**src/rtl/field_mult_pkg.sv**
```systemverilog
// Shared definitions for the digit-serial GF(2^WIDTH) multiplier family:
// default reduction polynomial, FSM state encoding and the alpha-multiply helper.
package field_mult_pkg;

    // x^32 + x^7 + x^3 + x^2 + 1 with the x^32 term left implicit.
    localparam logic [31:0] DEFAULT_POLY = 32'h0000_008D;

    // Widest field the helper function can serve.
    localparam int MAX_WIDTH = 256;

    typedef enum logic [1:0] {
        IDLE,
        RUN,
        DONE
    } state_t;

    // Multiply v by alpha in GF(2^width). Bits at and above 'width' are
    // don't-care; callers truncate the result back to their field width.
    function automatic logic [MAX_WIDTH-1:0] mul_alpha(
        input logic [MAX_WIDTH-1:0] v,
        input int                   width,
        input logic [MAX_WIDTH-1:0] poly
    );
        logic [MAX_WIDTH-1:0] r;
        r = v << 1;
        if (v[width-1]) begin
            r = r ^ poly;
        end
        return r;
    endfunction

endpackage

```
**src/rtl/field_mult_ds_step.sv**
```systemverilog
// Combinational Horner step: folds one DIGIT-bit slice of b (MSB first)
// into the accumulator, i.e. acc_next = acc*alpha^DIGIT + a*digit mod poly.
module field_mult_ds_step
    import field_mult_pkg::*;
#(
    parameter int WIDTH = 32,
    parameter int DIGIT = 4
) (
    input  logic [WIDTH-1:0] acc,
    input  logic [WIDTH-1:0] a,
    input  logic [DIGIT-1:0] b_digit,
    input  logic [WIDTH-1:0] poly,
    output logic [WIDTH-1:0] acc_next
);

    logic [WIDTH-1:0] t;

    // NOTE: blocking assignments are intentional here; each loop pass feeds the
    // next within one combinational evaluation, and t is defaulted first so no
    // latch is inferred.
    always_comb begin
        t = acc;
        for (int i = DIGIT - 1; i >= 0; i--) begin
            t = WIDTH'(mul_alpha(MAX_WIDTH'(t), WIDTH, MAX_WIDTH'(poly)));
            if (b_digit[i]) begin
                t = t ^ a;
            end
        end
        acc_next = t;
    end

endmodule

```
**src/rtl/field_mult_ds.sv**
```systemverilog
// Digit-serial GF(2^WIDTH) multiplier with valid/ready on both sides.
// Define FIELD_MULT_DS_MAC_EN to add in_c and produce a*b + c.
module field_mult_ds
    import field_mult_pkg::*;
#(
    parameter int               WIDTH = 32,
    parameter int               DIGIT = 4,
    parameter logic [WIDTH-1:0] POLY  = WIDTH'(DEFAULT_POLY)
) (
    input  logic             clk,
    input  logic             rst_n,
    input  logic             clr,
    input  logic             in_valid,
    output logic             in_ready,
    input  logic [WIDTH-1:0] in_a,
    input  logic [WIDTH-1:0] in_b,
`ifdef FIELD_MULT_DS_MAC_EN
    input  logic [WIDTH-1:0] in_c,
`endif
    output logic             out_valid,
    input  logic             out_ready,
    output logic [WIDTH-1:0] out_data
);

    localparam int N     = WIDTH / DIGIT;
    localparam int CNT_W = $clog2(N + 1);

    if (DIGIT < 1 || (WIDTH % DIGIT) != 0) begin : g_bad_digit
        $error("field_mult_ds: DIGIT must be >= 1 and divide WIDTH");
    end

    state_t           state;
    logic [WIDTH-1:0] a_reg;
    logic [WIDTH-1:0] b_reg;
    logic [WIDTH-1:0] acc;
    logic [WIDTH-1:0] acc_next;
    logic [WIDTH-1:0] result;
    logic [CNT_W-1:0] cnt;

    // b_reg shifts left each RUN cycle, so the next digit is always on top.
    field_mult_ds_step #(
        .WIDTH (WIDTH),
        .DIGIT (DIGIT)
    ) u_step (
        .acc      (acc),
        .a        (a_reg),
        .b_digit  (b_reg[WIDTH-1 -: DIGIT]),
        .poly     (POLY),
        .acc_next (acc_next)
    );

`ifdef FIELD_MULT_DS_MAC_EN
    logic [WIDTH-1:0] c_reg;

    always_ff @(posedge clk or negedge rst_n) begin
        if (!rst_n) begin
            c_reg <= '0;
        end else if (!clr && state == IDLE && in_valid && in_ready) begin
            c_reg <= in_c;
        end
    end

    assign result = acc ^ c_reg;
`else
    assign result = acc;
`endif

    // NOTE: operand registers are reset along with control state so the block
    // leaves reset fully deterministic; they are flops, not a memory array.
    always_ff @(posedge clk or negedge rst_n) begin
        if (!rst_n) begin
            state     <= IDLE;
            in_ready  <= 1'b1;
            out_valid <= 1'b0;
            out_data  <= '0;
            acc       <= '0;
            cnt       <= '0;
            a_reg     <= '0;
            b_reg     <= '0;
        end else if (clr) begin
            // Abort wins over every handshake; out_data keeps its last value.
            state     <= IDLE;
            in_ready  <= 1'b1;
            out_valid <= 1'b0;
            acc       <= '0;
            cnt       <= '0;
        end else begin
            case (state)
                IDLE: begin
                    if (in_valid && in_ready) begin
                        a_reg    <= in_a;
                        b_reg    <= in_b;
                        acc      <= '0;
                        cnt      <= '0;
                        in_ready <= 1'b0;
                        state    <= RUN;
                    end
                end
                RUN: begin
                    if (cnt == CNT_W'(N)) begin
                        out_data  <= result;
                        out_valid <= 1'b1;
                        state     <= DONE;
                    end else begin
                        acc   <= acc_next;
                        b_reg <= b_reg << DIGIT;
                        cnt   <= cnt + 1'b1;
                    end
                end
                DONE: begin
                    if (out_ready) begin
                        out_valid <= 1'b0;
                        in_ready  <= 1'b1;
                        state     <= IDLE;
                    end
                end
                default: begin
                    state    <= IDLE;
                    in_ready <= 1'b1;
                end
            endcase
        end
    end

endmodule
```
**config.mk**
```make
export PLATFORM = sky130hd
export DESIGN_NAME = field_mult_ds
export DESIGN_NICKNAME = d
export VERILOG_FILES = /design/src/rtl/field_mult_pkg.sv /design/src/rtl/field_mult_ds_step.sv /design/src/rtl/field_mult_ds.sv
export SDC_FILE = /design/constraint.sdc
export NUM_CORES = 1
export LEC_CHECK = 0
export ABC_AREA = 0
export CAP_MARGIN = 10
export CORE_UTILIZATION = 44
export CTS_BUF_LIST = sky130_fd_sc_hd__clkbuf_8
export DETAILED_ROUTE_END_ITERATION = 12
export DONT_BUFFER_PORTS = 1
export GPL_TIMING_DRIVEN = 0
export PLACE_DENSITY_LB_ADDON = 0.15
export SLEW_MARGIN = 10
export SYNTH_ARGS = -nofsm -noshare
export SYNTH_HDL_FRONTEND = slang
export SYNTH_HIERARCHICAL = 1
export SYNTH_SLANG_ARGS = --single-unit
export TNS_END_PERCENT = 20
```
**constraint.sdc**
```tcl
create_clock -name clk -period 4.11 [get_ports clk]
set_input_delay 0.6165 -clock clk [delete_from_list [all_inputs] [get_ports clk]]
set_output_delay 0.6165 -clock clk [all_outputs]
set_load 0.05 [all_outputs]
```
### After elaboration in Yosys (flattened, before gate mapping)

Index checks and enable logic that the tools add are counted.

* bits of input ports: 69
* register bits: 136
* output and inout port bits: 34
* word-level logic and storage cells: 72

* muxes and demuxes: 32
* bitwise logic cells: 9
* $add $sub $neg: 1
* equality and inequality tests: 10
* reductions and logical operators: 12

Operators by type and width (count)
* $mux W32: 9
* $pmux W32 S2: 2
* $xor A32 B32 Y32: 4
* $mux W8: 4
* $reduce_and A3 Y1: 6
* $not A4 Y4: 4
* $mux W4: 3
* $ne A3 B3 Y1 const B: 4
* $mux W2: 4
* $pmux W4 S2: 1
* $mux W1: 6
* $ne A2 B2 Y1 const B: 3
* $pmux W2 S3: 1
* $reduce_bool A3 Y1: 2
* $add A4 B1 Y4 const B: 1
* $eq A4 B4 Y1 const B: 1
* $reduce_and A4 Y1: 1
* $pmux W1 S3: 1
* $eq A2 B1 Y1 const B: 1
* $eq A2 B2 Y1 const B: 1
* $logic_not A2 Y1: 1
* $pmux W1 S2: 1
* $reduce_bool A2 Y1: 1
* $logic_and A1 B1 Y1: 1
* $not A1 Y1: 1

### Logic depth before layout (Yosys ltp)

Gate-level depths: netlist (run 1).

* word-level depth: 19
* gate-level depth with buffers: 10
* gate-level depth less buffers: 8

### Hierarchy

The synthesis (run 1) kept the hierarchy.

By module, submodules not included
* field_mult_ds: seq. area each 3404.5 um^2, cells each 493, area an instance 5649.2 um^2, times used 1
* field_mult_ds_step: seq. area each 0.0 um^2, cells each 591, area an instance 4182.8 um^2, times used 1

### Least setup slack after synthesis (run 1)

OpenSTA, ideal clock, no wires.

* path type: register to register
* start: register b_reg[29]
* end: register acc[7]
* library setup time: 0.134 ns
* cell stages (with the launch flop): 10
* setup slack: 1.831 ns
* arrival: 2.145 ns
* clock period less this slack: 2.279 ns
* data required time: 3.976 ns
* cell sequence: dfrtp_1 nand2_1 xnor3_1 xnor2_1 xnor2_2 buf_2 mux2i_1 xnor3_1 nand2_1 o21ai_0

* cells in the longest elaborated chain, start to end: 8

RTL lines
* start, declared: line field_mult_ds.sv:34 `logic [WIDTH-1:0] b_reg;`
* start signal, assigned: line field_mult_ds.sv:92 `b_reg <= in_b;`
* start signal, assigned: line field_mult_ds.sv:106 `b_reg <= b_reg << DIGIT;`
* $mux W32 *: line field_mult_ds_step.sv:25 `if (b_digit[i]) begin`
* $not A4 Y4 (no source line)
* $mux W8 *: line field_mult_pkg.sv:26 `if (v[width-1]) begin`
* $xor A32 B32 Y32: line field_mult_ds_step.sv:26 `t = t ^ a;`
* $mux W32 *: line field_mult_ds_step.sv:25
* net acc_next[7]: line field_mult_ds.sv:36 `logic [WIDTH-1:0] acc_next;`
* $mux W32 *: line field_mult_ds.sv:100 `if (cnt == CNT_W'(N)) begin`
* $pmux W32 S2 *: line field_mult_ds.sv:88 `case (state)`
* $mux W32 *: line field_mult_ds.sv:80 `end else if (clr) begin`
* end signal, assigned: line field_mult_ds.sv:105 `acc <= acc_next;`
* end, declared: line field_mult_ds.sv:35 `logic [WIDTH-1:0] acc;`

Mark *: on every way through the listed nets, which the timed path passes. The rest lies on a longest branch. The select of a mux whose other input is x is not followed.
A chain may end at the register's enable or synchronous reset.

### Final worst setup path (run 1)

* start: register acc[31]
* end: register acc[10]

* cells in the longest elaborated chain, start to end: 12

RTL lines (line)
* $mux W8 *: field_mult_pkg.sv:26
* $xor A32 B32 Y32: field_mult_ds_step.sv:26
* $mux W32 *: field_mult_ds_step.sv:25
* $xor A32 B32 Y32: field_mult_ds_step.sv:26
* $mux W32 *: field_mult_ds_step.sv:25
* $xor A32 B32 Y32: field_mult_ds_step.sv:26
* $mux W32 *: field_mult_ds_step.sv:25
* $xor A32 B32 Y32: field_mult_ds_step.sv:26
* $mux W32 *: field_mult_ds_step.sv:25
* net acc_next[10]: field_mult_ds.sv:36
* $mux W32 *: field_mult_ds.sv:100
* $pmux W32 S2 *: field_mult_ds.sv:88
* $mux W32 *: field_mult_ds.sv:80

Marked as above.

==> flow_metrics.env, run 1 <==
export IMPL_vdd_drop_max_uv=712
export IMPL_ctsRootBufferMaster="clkbuf_8"
export IMPL_slowest_delay_ns=0.57
export IMPL_first_iter_violations=430
export IMPL_async_flop_share_pct=100
export IMPL_drv_slew=0
export IMPL_ys_flop_type="dfrtp_1"
export IMPL_antenna_found_initial=2
export IMPL_period_share_pct=73.0
export IMPL_fin_skew_ns=0.0155
export IMPL_clockBufferDepth=2
export IMPL_yosysTopAreaCellShare_pct=34.4
export IMPL_worstSetupStartpoint="acc[31]"
export IMPL_synth_warnings=6
export IMPL_vias=7367
export IMPL_path_clk_slew_ns=0.10
export IMPL_syn_area_per_cell_um2=9.07
export IMPL_ios=103
export IMPL_dp_cells=1525
export IMPL_clkPwrFrac_pct=9.7
export IMPL_clock_sinks=136
export IMPL_final_nets=1337
export IMPL_synthToLayoutAreaGrowth_pct=14.3
export IMPL_maxSlewHeadroom_pct=48.0
export IMPL_ys_types=49
export IMPL_setup_viol=0
export IMPL_grt_overflow_total=0
export IMPL_power_density_nw_per_um2=1070
export IMPL_drc=0
export IMPL_r2r_cells=10
export IMPL_synth_cells=1084
export IMPL_die_h_um=151
export IMPL_grt_use_total_pct=21.9
export IMPL_ys_ff_latch=136
export IMPL_crit_chain="clkbuf_1 > clkbuf_1 > buf_1 > nand2_1 > xor2_1 > xnor2_1 > xnor2_1 > xnor3_1 > nand2_1 > o21ai_0"
export IMPL_die_area_um2=22900
export IMPL_drt_total_wl_mm=23.6
export IMPL_ant_nets=0
export IMPL_rsz0062_at_grt="false"
export IMPL_synth_most_common_cell="nand2_1"
export IMPL_p_int_w=0.00712
export IMPL_slowest_stage="clkbuf_1"
export IMPL_num_rows=54
export IMPL_crit_reg2reg_launch="acc[31]"
export IMPL_rrSetupSlack_ns=1.11
export IMPL_numCtsBuffers=17
export IMPL_layout_cells_non_filler=1560
export IMPL_wl_per_cell_um=15.1
export IMPL_fillers=2158
export IMPL_p_sw_w=0.00495
export IMPL_crit_type="flop to flop"
export IMPL_portBuffers=0
export IMPL_critPathCaptureType="flop"
export IMPL_drt_met1_wl_mm=11.6
export IMPL_cts_tree="yes"
export IMPL_gp_congestion=0.789
export IMPL_grt_pass1_vias=7092
export IMPL_initial_utilization_pct=44.9
export IMPL_dp_hpwl_mm=17.4
export IMPL_syn_area_um2=9830
export IMPL_leakage_nw=5.16
export IMPL_required_ns=4.43
export IMPL_multi_input_area_um2=6640
export IMPL_vias_per_cell=4.72
export IMPL_grt_pass1_wl_mm=37.9
export IMPL_fmax_ghz=0.333
export IMPL_drv_cap=0
export IMPL_combinationalPowerShare_pct=73.6
export IMPL_die_width_um=151
export IMPL_crit_arrival_ns=3.32
export IMPL_grt_max_degree=136
export IMPL_tns_ns=0
export IMPL_status="completed"
export IMPL_first_pass_iters=4
export IMPL_htreeDepth=4
export IMPL_hold_viol=0
export IMPL_tightest_slew_ns=0.780
export IMPL_seq_area_frac_synth_pct=34.6
export IMPL_switching_share_pct=41.0
export IMPL_clk_latency_ns=0.46
export IMPL_hold_slack_ns=0.0572
export IMPL_drive_gt1_share_pct=11.7
export IMPL_core_um2=21900
export IMPL_regArea_um2=3400
export IMPL_hp_class="primary input to asynchronous set/reset pin"
export IMPL_synth_edf_count=0
export IMPL_rr_endpoint="acc[10]"
export IMPL_highest_layer="met5"
export IMPL_period_needed_ns=3.00
export IMPL_yosysTopAreaCell="dfrtp_1"
export IMPL_ys_top_cells_by_area="dfrtp_1 34%, nand2_1 13%, xnor2_1 11%, xnor3_1 7.3%, mux2_2 7.1%"
export IMPL_post_route_util_pct=51.3
export IMPL_met3_length_mm=1.08
export IMPL_wl_met2_mm=10.7
export IMPL_worstSetupStartpointType="flop"
export IMPL_synthTopCellsByCount="347 x nand2_1, 135 x dfrtp_1, 126 x xnor2_1"
export IMPL_cp_max_fo=10
export IMPL_setup_worst_path_end="acc[10]"
export IMPL_sequentialPowerShare_pct=16.7
-- worst max-delay path, delay by kind of cell (launching register included) --
kind            cells  cell delay [ns]
simple gates        2             0.18
xor+xnor            4             0.78
buf+inv             3             1.42
flops               1             0.40
compound gates      1             0.07
-- layout by cell type (no fill, tap or decap), types with 4 or more instances in the layout --
cell type    n
a21oi_1      4
a31oi_1     16
a31oi_2     13
buf_2       14
buf_4        6
buf_6        8
clkbuf_1    36
clkbuf_8    17
conb_1     163
dfrtp_1    135
inv_1        8
inv_8        6
mux2_2      62
mux2i_1     36
nand2_1    347
nand2b_1     4
nand3_1     35
nor2_1      31
o21ai_0     56
o21ai_1     17
xnor2_1    126
xnor3_1     32
xor2_1      58
-- kinds of logic (layout without fill, tap and decap cells) --
family,Yosys count,in the layout,synth area share [%]
xor gates and xnor gates,221,221,24.8
and+or+nand+nor,432,432,17.7
other,2,164,0.0764
muxes,101,101,11.1
DFF,136,136,34.6
adders and majority gates,2,2,0.254
AOI/OAI and AO/OA,113,113,7.43
buffers and inverters,77,111,3.98
-- repair_timing --
action,CTS,global route
gates resized for setup,0,0
setup endpoints to repair,0,0
buffers inserted,0,0
hold buffers,2,0
hold endpoints to repair,135,0
-- worst min-delay path by stage --
stage                   end  slack (ns)  cells after the start
6_report        out_data[1]        0.06                      1
5_1_grt              acc[2]        0.11                      1
4_1_cts             acc[28]        0.16                      1
3_5_place_dp   out_data[10]        0.32                      0
3_3_place_gp    out_data[8]        0.32                      0
2_1_floorplan      a_reg[0]        0.32                      0
-- per-stage QoR --
step	worst slack (ns)	total power (W)	area, um2
final	1.11	0.0121	11200
after global routing	0.913	0.0129	11200
after CTS	1.08	0.0121	11200
after detailed placement	1.11	0.0108	10800
after global placement	1.11	0.0108	10800
after floorplan	1.83	0.00937	10400
-- layout make-up --
| type | count | area share [%] |
|---|---|---|
| Multi-Input combinational cell | 1032 | 59.1 |
| Clock buffer | 17 | 2.08 |
| Clock inverter | 15 | 1.60 |
| Sequential cell | 136 | 30.3 |
| Buffer | 69 | 3.22 |
| Antenna cell | 1 | 0.0223 |
| Inverter | 8 | 0.267 |
| Timing Repair Buffer | 2 | 0.334 |
| Tap cell | 280 | 3.12 |
-- power by group through the flow --
stage	Combinational (W)	Clock (W)	Sequential, W
finish	0.00889	0.00117	0.00201
floorplan	0.00746	0	0.00191
CTS	0.00885	0.00121	0.00202
global route	0.00960	0.00126	0.00206
detailed placement	0.00880	0	0.00204
global placement	0.00875	0	0.00204
-- per-layer routing --
metal,vias to the layer above,global-route usage [%]
li1,3742,-
met1,3482,31.3
met2,126,33.8
met3,15,4.46
met4,2,5.30
met5,-,0
Power figures use the tool's default switching activity.
==> run 2, diff against run 1 <==
--- a/config.mk
+++ b/config.mk
@@ -5,7 +5,7 @@
 export SDC_FILE = /design/constraint.sdc
 export NUM_CORES = 1
 export LEC_CHECK = 0
-export ABC_AREA = 0
+export ABC_AREA = 1
 export CAP_MARGIN = 10
 export CORE_UTILIZATION = 44
 export CTS_BUF_LIST = sky130_fd_sc_hd__clkbuf_8
==> constraint.sdc (replaced) <==
create_clock -name clk -period 3.1 [get_ports clk]
set_input_delay 0.465 -clock clk [delete_from_list [all_inputs] [get_ports clk]]
set_output_delay 0.465 -clock clk [all_outputs]
set_load 0.05 [all_outputs]
==> flow_metrics.env, run 2 <==
export IMPL_initial_utilization_pct=44.8
export IMPL_path_clk_slew_ns=0.12
export IMPL_ys_flop_type="dfrtp_1"
export IMPL_crit_reg2reg_launch="b_reg[31]"
export IMPL_synth_most_common_cell="nand2_1"
export IMPL_worstSetupStartpointType="flop"
export IMPL_drv_cap=0
export IMPL_ys_top_cells_by_area="nand2_1 34%, dfrtp_1 30%, inv_1 7.9%, nand3_1 7.7%, xor2_1 3.6%"
export IMPL_first_iter_violations=639
export IMPL_grt_use_total_pct=25.0
export IMPL_antenna_found_initial=0
export IMPL_clockBufferDepth=2
export IMPL_dp_hpwl_mm=22.2
export IMPL_ctsRootBufferMaster="clkbuf_8"
export IMPL_cts_resized=0
export IMPL_diodes=0
export IMPL_power_density_nw_per_um2=857
export IMPL_vdd_drop_max_uv=396
export IMPL_violations="negative hold slack"
export IMPL_hold_viol=136
export IMPL_final_nets=2141
export IMPL_drv_slew=0
export IMPL_seq_area_frac_synth_pct=30.2
export IMPL_synth_cells=1910
export IMPL_die_width_um=162
export IMPL_required_ns=3.51
export IMPL_grt_pass1_vias=10400
export IMPL_num_rows=58
export IMPL_vias=11300
export IMPL_htreeDepth=4
export IMPL_die_h_um=162
export IMPL_yosysTopAreaCellShare_pct=33.5
export IMPL_syn_area_per_cell_um2=5.90
export IMPL_cp_max_fo=10
export IMPL_crit_type="flop to flop"
export IMPL_core_um2=25200
export IMPL_synthToLayoutAreaGrowth_pct=12.2
export IMPL_grt_pass1_wl_mm=51.2
export IMPL_rsz0062_at_grt="false"
export IMPL_critPathCaptureType="flop"
export IMPL_grt_overflow_total=0
export IMPL_rrSetupSlack_ns=0.60
export IMPL_drt_total_wl_mm=31.1
export IMPL_fin_skew_ns=0.0242
export IMPL_setup_viol=0
export IMPL_hp_class="primary input to asynchronous set/reset pin"
export IMPL_ios=103
export IMPL_gp_congestion=0.823
export IMPL_clk_latency_ns=0.48
export IMPL_portBuffers=0
export IMPL_async_flop_share_pct=100
export IMPL_clock_sinks=136
export IMPL_fmax_ghz=0.401
export IMPL_first_pass_iters=5
export IMPL_fillers=2643
export IMPL_wl_per_cell_um=12.9
export IMPL_grt_max_degree=137
export IMPL_vias_per_cell=4.66
export IMPL_synthTopCellsByCount="1006 x nand2_1, 238 x inv_1, 174 x nand3_1"
export IMPL_leakage_nw=7.47
export IMPL_drc=0
export IMPL_period_needed_ns=2.50
export IMPL_die_area_um2=26300
export IMPL_ant_nets=0
export IMPL_tns_ns=0
export IMPL_synth_warnings=6
export IMPL_crit_arrival_ns=2.91
export IMPL_rr_endpoint="acc[22]"
export IMPL_status="complete, but fails checks"
export IMPL_maxSlewHeadroom_pct=41.5
export IMPL_postCtsSetupBuffers=0
export IMPL_r2r_cells=21
export IMPL_drive_gt1_share_pct=6.29
export IMPL_final_cell_mix="1006 x nand2_1, 238 x inv_1, 174 x nand3_1, 143 x conb_1, 135 x dfrtp_1"
export IMPL_hold_slack_ns=-0.348
export IMPL_tightest_slew_ns=0.878
export IMPL_layout_commonest_cell="nand2_1"
export IMPL_ys_types=32
export IMPL_numCtsBuffers=17
export IMPL_ys_ff_latch=136
export IMPL_yosysTopAreaCell="nand2_1"
export IMPL_synth_edf_count=0
export IMPL_syn_area_um2=11300
export IMPL_period_share_pct=80.5
export IMPL_cts_tree="yes"
-- run 2: cell types whose count changed in the layout (fill, tap and decap cells not counted), moves of 20 or more --
cell      previous run  this run
nand3_1             35       174
inv_1                8       238
clkbuf_1            36        12
mux2_2              62         0
mux2i_1             36         0
nand2_1            347      1006
nor2_1              31        67
conb_1             163       143
o21ai_0             56        24
xnor2_1            126        35
xnor3_1             32         0
nand3b_1             1        51
-- run 2: worst max-delay path by stage --
stage | startpoint | to | depth (start not counted)
final | b_reg[31] | acc[22] | 21
after global routing | b_reg[31] | acc[22] | 21
after CTS | b_reg[30] | acc[22] | 18
after detailed placement | b_reg[30] | acc[22] | 18
after global placement | b_reg[30] | acc[22] | 18
after floorplan | b_reg[31] | acc[16] | 21
-- run 2: kinds of logic (layout without fill, tap and decap cells) --
family / Yosys count / count (layout) / synth area share (%)
xor gates and xnor gates: 82 / 82 / 6.44
AOI/OAI and AO/OA: 50 / 50 / 2.55
buffers and inverters: 321 / 353 / 12.0
and+or+nand+nor: 1317 / 1317 / 48.5
adders and majority gates: 2 / 2 / 0.222
DFF: 136 / 136 / 30.2
other: 2 / 143 / 0.0666
-- run 2: worst max-delay path, cell delays in order, from the launching register on --
cell and delay, ns:
dfrtp_1 0.35, buf_2 0.18, buf_6 0.19, buf_2 0.28, nand2_1 0.10, xor2_1 0.24, inv_1 0.07, nand2_1 0.07
nand2_1 0.05, nand2_1 0.07, nand2_1 0.05, nand2_1 0.06, nand2_1 0.05, nand2_1 0.08, nand2_1 0.05, nand2_1 0.07
nand3_1 0.08, nand2_1 0.10, inv_1 0.05, nor2_1 0.10, nand3_1 0.08, nand2_1 0.06
-- run 2: routing by layer --
| layer | global-route usage [%] | vias up | part of all wire, % |
|---|---|---|---|
| li1 | - | 5944 | - |
| met1 | 32.2 | 5015 | 46 |
| met2 | 43.2 | 258 | 47 |
| met3 | 3.63 | 36 | 5.2 |
| met4 | 7.55 | 0 | 1.6 |
| met5 | 0 | - | 0 |
-- run 2: final cells by class --
type | instances | area (um2) | area share [%]
multi-input combinational | 1594 | 7050 | 55.7
clock inverter | 15 | 196 | 1.55
buffer | 65 | 385 | 3.05
inverter | 256 | 963 | 7.62
clock buffer | 17 | 234 | 1.85
sequential | 136 | 3400 | 26.9
tap | 330 | 413 | 3.27
-- run 2: report_power, final --
part	internal, W	switching, W	leakage [nW]
clock network	0.000629	0.000980	0.213
registers	0.00215	0.000418	1.79
logic	0.00232	0.00433	5.47
-- run 2: stage by stage --
step                cells  total power, W  setup WS [ns]  utilization [%]  cell area, um2
detailed placement   2381         0.00913          0.660             48.5           12200
global route         2413          0.0120          0.273             50.2           12600
global placement     2381         0.00900          0.674             48.5           12200
floorplan            2051         0.00775           1.11                -           11800
finish               2413          0.0108          0.605             50.2           12600
CTS                  2413          0.0108          0.614             50.2           12600
